===== config.mk =====
export PLATFORM = sky130hd
export DESIGN_NAME = brianhg_gfx_line_fetch
export DESIGN_NICKNAME = d
export VERILOG_FILES = /design/src/rtl/brianhg_gfx_pkg.sv /design/src/rtl/brianhg_gfx_edge_det.sv /design/src/rtl/brianhg_gfx_line_fetch.sv
export SDC_FILE = /design/constraint.sdc
export NUM_CORES = 1
export LEC_CHECK = 0
export CORE_MARGIN = 3
export CORE_UTILIZATION = 43
export DETAILED_ROUTE_END_ITERATION = 10
export GPL_TIMING_DRIVEN = 1
export PLACE_DENSITY = 0.76
export SKIP_LAST_GASP = 1
export SYNTH_ARGS = -nofsm -noshare
export SYNTH_HDL_FRONTEND = slang
export SYNTH_HIERARCHICAL = 1
export SYNTH_SLANG_ARGS = --single-unit

===== constraint.sdc =====
create_clock -name CLK_IN -period 10.5 [get_ports CLK_IN]
set_input_delay 2.1 -clock CLK_IN [delete_from_list [all_inputs] [get_ports CLK_IN]]
set_output_delay 2.1 -clock CLK_IN [all_outputs]
set_load 0.01 [all_outputs]

===== src/rtl/brianhg_gfx_pkg.sv =====
// Shared types and helpers for the line fetch path.
package brianhg_gfx_pkg;

    typedef enum logic {
        IDLE  = 1'b0,
        ISSUE = 1'b1
    } fetch_state_t;

    // Length of the next burst: whatever is left, capped at the max burst size.
    function automatic int unsigned burst_len(input int unsigned words,
                                              input int unsigned max_burst);
        return (words < max_burst) ? words : max_burst;
    endfunction

endpackage


===== src/rtl/brianhg_gfx_edge_det.sv =====
// Registered copy of a level plus rising/falling edge strobes against it.
module brianhg_gfx_edge_det (
    input  logic clk,
    input  logic rst,
    input  logic d,
    output logic rise,
    output logic fall
);

    logic d_q;

    // One-cycle delayed copy of the input level.
    always_ff @(posedge clk or posedge rst) begin
        if (rst) d_q <= 1'b0;
        else     d_q <= d;
    end

    assign rise = d & ~d_q;
    assign fall = ~d & d_q;

endmodule


===== src/rtl/brianhg_gfx_line_fetch.sv =====
// Per-line DDR3 read request generator driven by the sync generator enables.
module brianhg_gfx_line_fetch
    import brianhg_gfx_pkg::*;
#(
    parameter int HC_BITS    = 16,
    parameter int ADDR_BITS  = 32,
    parameter int WORD_BYTES = 16,
    parameter int MAX_BURST  = 32,
    parameter int LEN_BITS   = 9
) (
    input  logic                 CLK_IN,
    input  logic                 reset,
    input  logic                 ENABLE,
    input  logic                 H_ena,
    input  logic                 V_ena,
    input  logic [ADDR_BITS-1:0] BASE_ADDR,
    input  logic [ADDR_BITS-1:0] LINE_STRIDE,
    input  logic [HC_BITS-1:0]   LINE_WORDS,
    output logic                 CMD_req,
    output logic [ADDR_BITS-1:0] CMD_addr,
    output logic [LEN_BITS-1:0]  CMD_len,
    input  logic                 CMD_ready,
    output logic                 BUSY,
    output logic                 LINE_DONE,
    output logic [HC_BITS-1:0]   LINE_NUM,
    output logic                 LATE_ERR
);

    fetch_state_t         state, state_nxt;
    logic                 h_fall, v_rise, h_rise_unused, v_fall_unused;
    logic                 frame_start, trigger, accept, last;
    logic [ADDR_BITS-1:0] cur_addr, next_addr, line_addr, step;
    logic [HC_BITS-1:0]   words_left, line_cnt, line_idx;

    brianhg_gfx_edge_det u_h_edge (
        .clk  (CLK_IN),
        .rst  (reset),
        .d    (H_ena),
        .rise (h_rise_unused),
        .fall (h_fall)
    );

    brianhg_gfx_edge_det u_v_edge (
        .clk  (CLK_IN),
        .rst  (reset),
        .d    (V_ena),
        .rise (v_rise),
        .fall (v_fall_unused)
    );

    assign frame_start = v_rise;
    assign trigger     = h_fall & V_ena & ENABLE;
    // A frame start in the trigger cycle means this is line 0 at BASE_ADDR.
    assign line_addr   = frame_start ? BASE_ADDR : next_addr;
    assign line_idx    = frame_start ? '0 : line_cnt;

    assign CMD_req  = (state == ISSUE);
    assign BUSY     = (state == ISSUE);
    assign CMD_addr = cur_addr;
    assign CMD_len  = LEN_BITS'(burst_len(32'(words_left), MAX_BURST));
    assign accept   = CMD_req & CMD_ready;
    assign last     = (words_left == HC_BITS'(CMD_len));
    assign step     = ADDR_BITS'(CMD_len) * ADDR_BITS'(WORD_BYTES);

    // FSM state register.
    always_ff @(posedge CLK_IN or posedge reset) begin
        if (reset) state <= IDLE;
        else       state <= state_nxt;
    end

    // Next state: a new trigger always wins (restart), else finish on last accept.
    always_comb begin
        state_nxt = state;
        if (trigger)
            state_nxt = (LINE_WORDS != '0) ? ISSUE : IDLE;
        else if (accept && last)
            state_nxt = IDLE;
    end

    // Line bookkeeping; later assignments override, so a trigger restarts
    // after any same-cycle accept has already been applied.
    always_ff @(posedge CLK_IN or posedge reset) begin
        if (reset) begin
            cur_addr   <= '0;
            next_addr  <= '0;
            words_left <= '0;
            line_cnt   <= '0;
            LINE_NUM   <= '0;
            LINE_DONE  <= 1'b0;
            LATE_ERR   <= 1'b0;
        end else begin
            LINE_DONE <= (accept && last) || (trigger && LINE_WORDS == '0);
            if (frame_start) begin
                next_addr <= BASE_ADDR;
                line_cnt  <= '0;
            end
            if (accept) begin
                words_left <= words_left - HC_BITS'(CMD_len);
                cur_addr   <= cur_addr + step;
            end
            if (trigger) begin
                cur_addr   <= line_addr;
                words_left <= LINE_WORDS;
                next_addr  <= line_addr + LINE_STRIDE;
                LINE_NUM   <= line_idx;
                line_cnt   <= line_idx + 1'b1;
                if (state == ISSUE) LATE_ERR <= 1'b1;
            end
        end
    end

endmodule


# Word level (Yosys, flattened, before mapping)

Cells that the tools add are included.

Register bits after elaboration: 117
Bits in latches: 0
RAM bits: 0
Memory bits (read-only): 0
Output and inout bits: 61
Logic and storage cells: 43
Memories: 0

$add $sub $neg: 4
Multiply operators: 0
Div/mod/pow operators: 0
Order comparisons: 1
Equality and inequality tests: 1
Shifts and indexed selects: 0
Mux-type cells: 12
Bitwise operators: 7
Reduce and logical (&&, ||, !) cells: 8

Operator list:

| kind                    | count |
|---|---|
| $mux W32                | 4 |
| $mux W16                | 4 |
| $add A32 B13 Y32        | 1 |
| $add A32 B32 Y32        | 1 |
| $add A16 B1 Y16 const B | 1 |
| $eq A16 B9 Y1           | 1 |
| $logic_not A16 Y1       | 1 |
| $lt A16 B6 Y1 const B   | 1 |
| $reduce_bool A16 Y1     | 1 |
| $sub A16 B9 Y16         | 1 |
| $mux W9                 | 1 |
| $and A1 B1 Y1           | 5 |
| $reduce_bool A2 Y1      | 2 |
| $mux W1                 | 3 |
| $logic_and A1 B1 Y1     | 2 |
| $not A1 Y1              | 2 |
| $reduce_and A2 Y1       | 1 |
| $logic_or A1 B1 Y1      | 1 |

# Logic depth before layout (Yosys ltp)

Word-level depth: 6
Depth in mapped cells: 17
Gate-level depth less buffers: 16

# Modules after synthesis

Netlist, hierarchy kept.

By module, submodules not included:

| module                 | times used | cells each | area an instance (um2) | seq. area each (um2) |
|---|---|---|---|---|
| brianhg_gfx_line_fetch | 1          | 858        | 7538.5                 | 2877.8 |
| brianhg_gfx_edge_det   | 2          | 4          | 43.8                   | 25.0 |

# Least setup slack after synthesis

OpenSTA, ideal clock, no wires.

Path type: in2reg
From: in V_ena
To: reg next_addr[30]
Arrival: 5.126 ns
Path slack: 5.237 ns
Stages: 17
Path buffers: 2
Cell sequence: nor2b_1 -> buf_1 -> clkbuf_1 -> mux2i_1 -> inv_1 -> ha_1 -> inv_1 -> fa_1 -> nor2b_1 -> o21bai_1 -> a311o_1 -> nand4_1 -> a21oi_2 -> a31oi_4 -> a221oi_2 -> xor2_1 -> a21oi_1

Cells in the longest elaborated chain, start to end: 4
Elaborated cells between the ends (all ways): 6
Classes of those cells: add/sub: 1; mux: 2; bitwise: 3

RTL lines:

| element                | line                          | RTL |
|---|---|---|
| start: declaration     | brianhg_gfx_line_fetch.sv:15  | `input logic V_ena,` |
| $and A1 B1 Y1          | brianhg_gfx_edge_det.sv:18    | `assign rise = d & ~d_q;` |
| $mux W32               | n/a                           |  |
| $add A32 B32 Y32       | brianhg_gfx_line_fetch.sv:104 | `next_addr <= line_addr + LINE_STRIDE;` |
| $mux W32 *             | brianhg_gfx_line_fetch.sv:101 | `if (trigger) begin` |
| end signal: assignment | brianhg_gfx_line_fetch.sv:104 |  |
| end: declaration       | brianhg_gfx_line_fetch.sv:32  | `logic [ADDR_BITS-1:0] cur_addr, next_addr, line_addr, step;` |

Mark *: on every way between the ends. The rest lies on a longest branch, timed or not.
A chain may end at the register's enable or synchronous reset.

# Worst setup path in the final report

From: in V_ena
To: reg next_addr[23]

Cells in the longest elaborated chain, start to end: 4
Elaborated cells between the ends (all ways): 6
Classes of those cells: add/sub: 1; mux: 2; bitwise: 3

RTL lines:

| element          | line                          | RTL |
|---|---|---|
| $and A1 B1 Y1 *  | brianhg_gfx_edge_det.sv:18    |  |
| net frame_start  | brianhg_gfx_line_fetch.sv:31  | `logic frame_start, trigger, accept, last;` |
| $mux W32 *       | n/a                           |  |
| $add A32 B32 Y32 | brianhg_gfx_line_fetch.sv:104 |  |
| $mux W32 *       | brianhg_gfx_line_fetch.sv:101 |  |

Mark *: on every way through the listed nets, which the timed path passes. The rest lies on a longest branch.

==> results.tsv <==
metric	value	unit
final setup TNS	0	ns
IO Count	147	
Vias/cell	5.42	
DR DRC count	0	
finished layout cell area	0.00984	sq mm
initial antenna violation count	1	
final global-route overflow total	0	
DR iter-0 viols	340	
startpoint types	input port	
nets	1130	
Pwr per Cell Area	199	mW/mm^2
Clock Skew	0.00600	ns
Root Driver	clkbuf_16	
Static Leak	4.18	nW
area grow syn2layout	29.3	%
HPWL Detailed	14.2	mm
Post-CTS Setup Inserts	0	
worst vdd ir	0.118	mV
Setup Viol. Count Final	0	
Cell Rows	48	
critical path type	input port to flop	
via count of the routed design	6702	
CTS sink cnt	117	
relative slew slack	0.358	
critical path peak fanout	59	
Peak Freq	173	MHz
die span in x	139	um
share of layout cells above drive strength 1	0.0889	
Hold Buf Count CTS	0	
Initial DRT Pass Iterations	5	
Finished Core Util	0.569	
Worst Reg-to-Reg Cells	16	
Initial Utilization	0.440	
Non-Filler Instances	1237	
post-place instance area	0.00925	sq mm
status	finished, final reports clean	
RSZ-0062 raised after global routing	no	
CTS clock-pin slew for the worst setup and hold paths	0.05	ns
largest net degree at the start of global routing	104	
final WL	19.8	mm
vias in the first global route	6690	
post-cts resize count	0	
Syn Area/Cell	8.81	sq um
Antenna diodes	0	
GP Congestion	0.879	
WP data arrival	6.03	ns
DIE AREA	0.0193	sq mm
max cap viols	0	
CP required	10.75	ns
Hold Crit Depth	1	
CTS tree	built	
H-tree level count	4	
Clock Latency Late Sink	0.41	ns
Die Height	139	um
remaining antenna violation count after routing	0	
first-pass GRT wire length	32.9	mm
Warnings, synthesis	6	
period utilisation layout	0.551	
Mapped Cells	864	
gr usage total	0.206	
Post-Syn Area	0.00761	sq mm
HP Class	flop to flop	
crit end category	flop	
total CTS buffers	17	
worst-margin pin slew	0.963	ns
Final Hold Fails	0	
PortBufs	143	
post-layout minimum cycle time	5.78	ns
Post-Place Cells	1206	
max-slew violation count	0	
Routed WL per cell	16.0	um
CTS max path bufs	2	
core area	0.0173	sq mm
final timing paths:
path | to | from | slack [ns]
hold reg to reg | LATE_ERR$_DFFE_PP0P_ | LATE_ERR$_DFFE_PP0P_ | 0.46
setup reg to reg | CMD_addr[22]$_DFFE_PP0P_ | words_left[8]$_DFFE_PP0P_ | 6.18
hold / removal | LATE_ERR$_DFFE_PP0P_ | LATE_ERR$_DFFE_PP0P_ | 0.46
min in group asynchronous | u_v_edge/d_q$_DFF_PP0_ | reset | 1.94
max in group asynchronous | words_left[15]$_DFFE_PP0P_ | reset | 7.05
setup / recovery | next_addr[23]$_DFF_PP0_ | V_ena | 4.72
area by class of cell:
type	count	area [sq um]
inverter	28	108
sequential	117	2930
clock buffer	22	494
timing repair buffer	148	1470
fill	1538	7450
multi-input combinational	688	4460
tap	225	282
clock inverter	9	100
state kept, by name, indices dropped and copies added, names as in the netlist:
| name | flops |
|---|---|
| line_cnt | 16 |
| u_h_edge/d_q | 1 |
| words_left | 16 |
| CMD_addr | 32 |
| LINE_DONE | 1 |
| LATE_ERR | 1 |
| u_v_edge/d_q | 1 |
| BUSY | 1 |
| LINE_NUM | 16 |
| next_addr | 32 |
report_power, final:
part	internal, mW	switching [mW]	total, mW
Combinational	0.361	0.373	0.734
Clock	0.377	0.206	0.583
Sequential	0.554	0.0898	0.644
placed cells by master (no fill, tap or decap), types with 9 or more instances in the layout:
| master | n |
|---|---|
| a21o_1 | 16 |
| a21oi_1 | 68 |
| a31oi_1 | 9 |
| and2_1 | 9 |
| and3_1 | 12 |
| clkbuf_16 | 17 |
| clkdlybuf4s50_1 | 143 |
| dfrtp_1 | 117 |
| ha_1 | 42 |
| inv_1 | 27 |
| mux2_2 | 28 |
| nand2_1 | 119 |
| nand3_1 | 17 |
| nand3b_1 | 11 |
| nand4_1 | 10 |
| nor2_1 | 64 |
| nor2b_1 | 13 |
| nor3_1 | 18 |
| o21ai_0 | 67 |
| or3_1 | 9 |
| xnor2_1 | 41 |
| xor2_1 | 28 |
per-layer routing:
metal | share of wire | GRT usage | up-vias
li1 | - | - | 3302
met2 | 0.46 | 0.333 | 197
met1 | 0.46 | 0.277 | 3172
met3 | 0.053 | 0.0486 | 29
met5 | 0.00066 | 0 | -
met4 | 0.018 | 0.0623 | 2
through the flow:
stage	power [mW]	hold slack [ns]	worst slack [ns]
6_report	1.96	0.456	4.72
5_1_grt	2.09	0.470	4.35
4_1_cts	1.97	0.460	4.70
3_5_place_dp	1.37	0.448	4.27
3_3_place_gp	1.36	0.442	4.37
2_1_floorplan	1.12	0.493	5.24
critical path: stages:
cell	delay, ns
clkdlybuf4s50_1	0.54
nor2b_4	0.16
buf_4	0.57
mux2i_1	0.42
inv_1	0.10
ha_1	0.29
a21oi_1	0.18
or3b_1	0.20
a31oi_4	0.11
a21oi_1	0.29
o21ai_1	0.18
a221oi_1	0.47
o21ai_1	0.14
xnor2_1	0.17
a21oi_1	0.09
(Power assumes the default switching activity.)
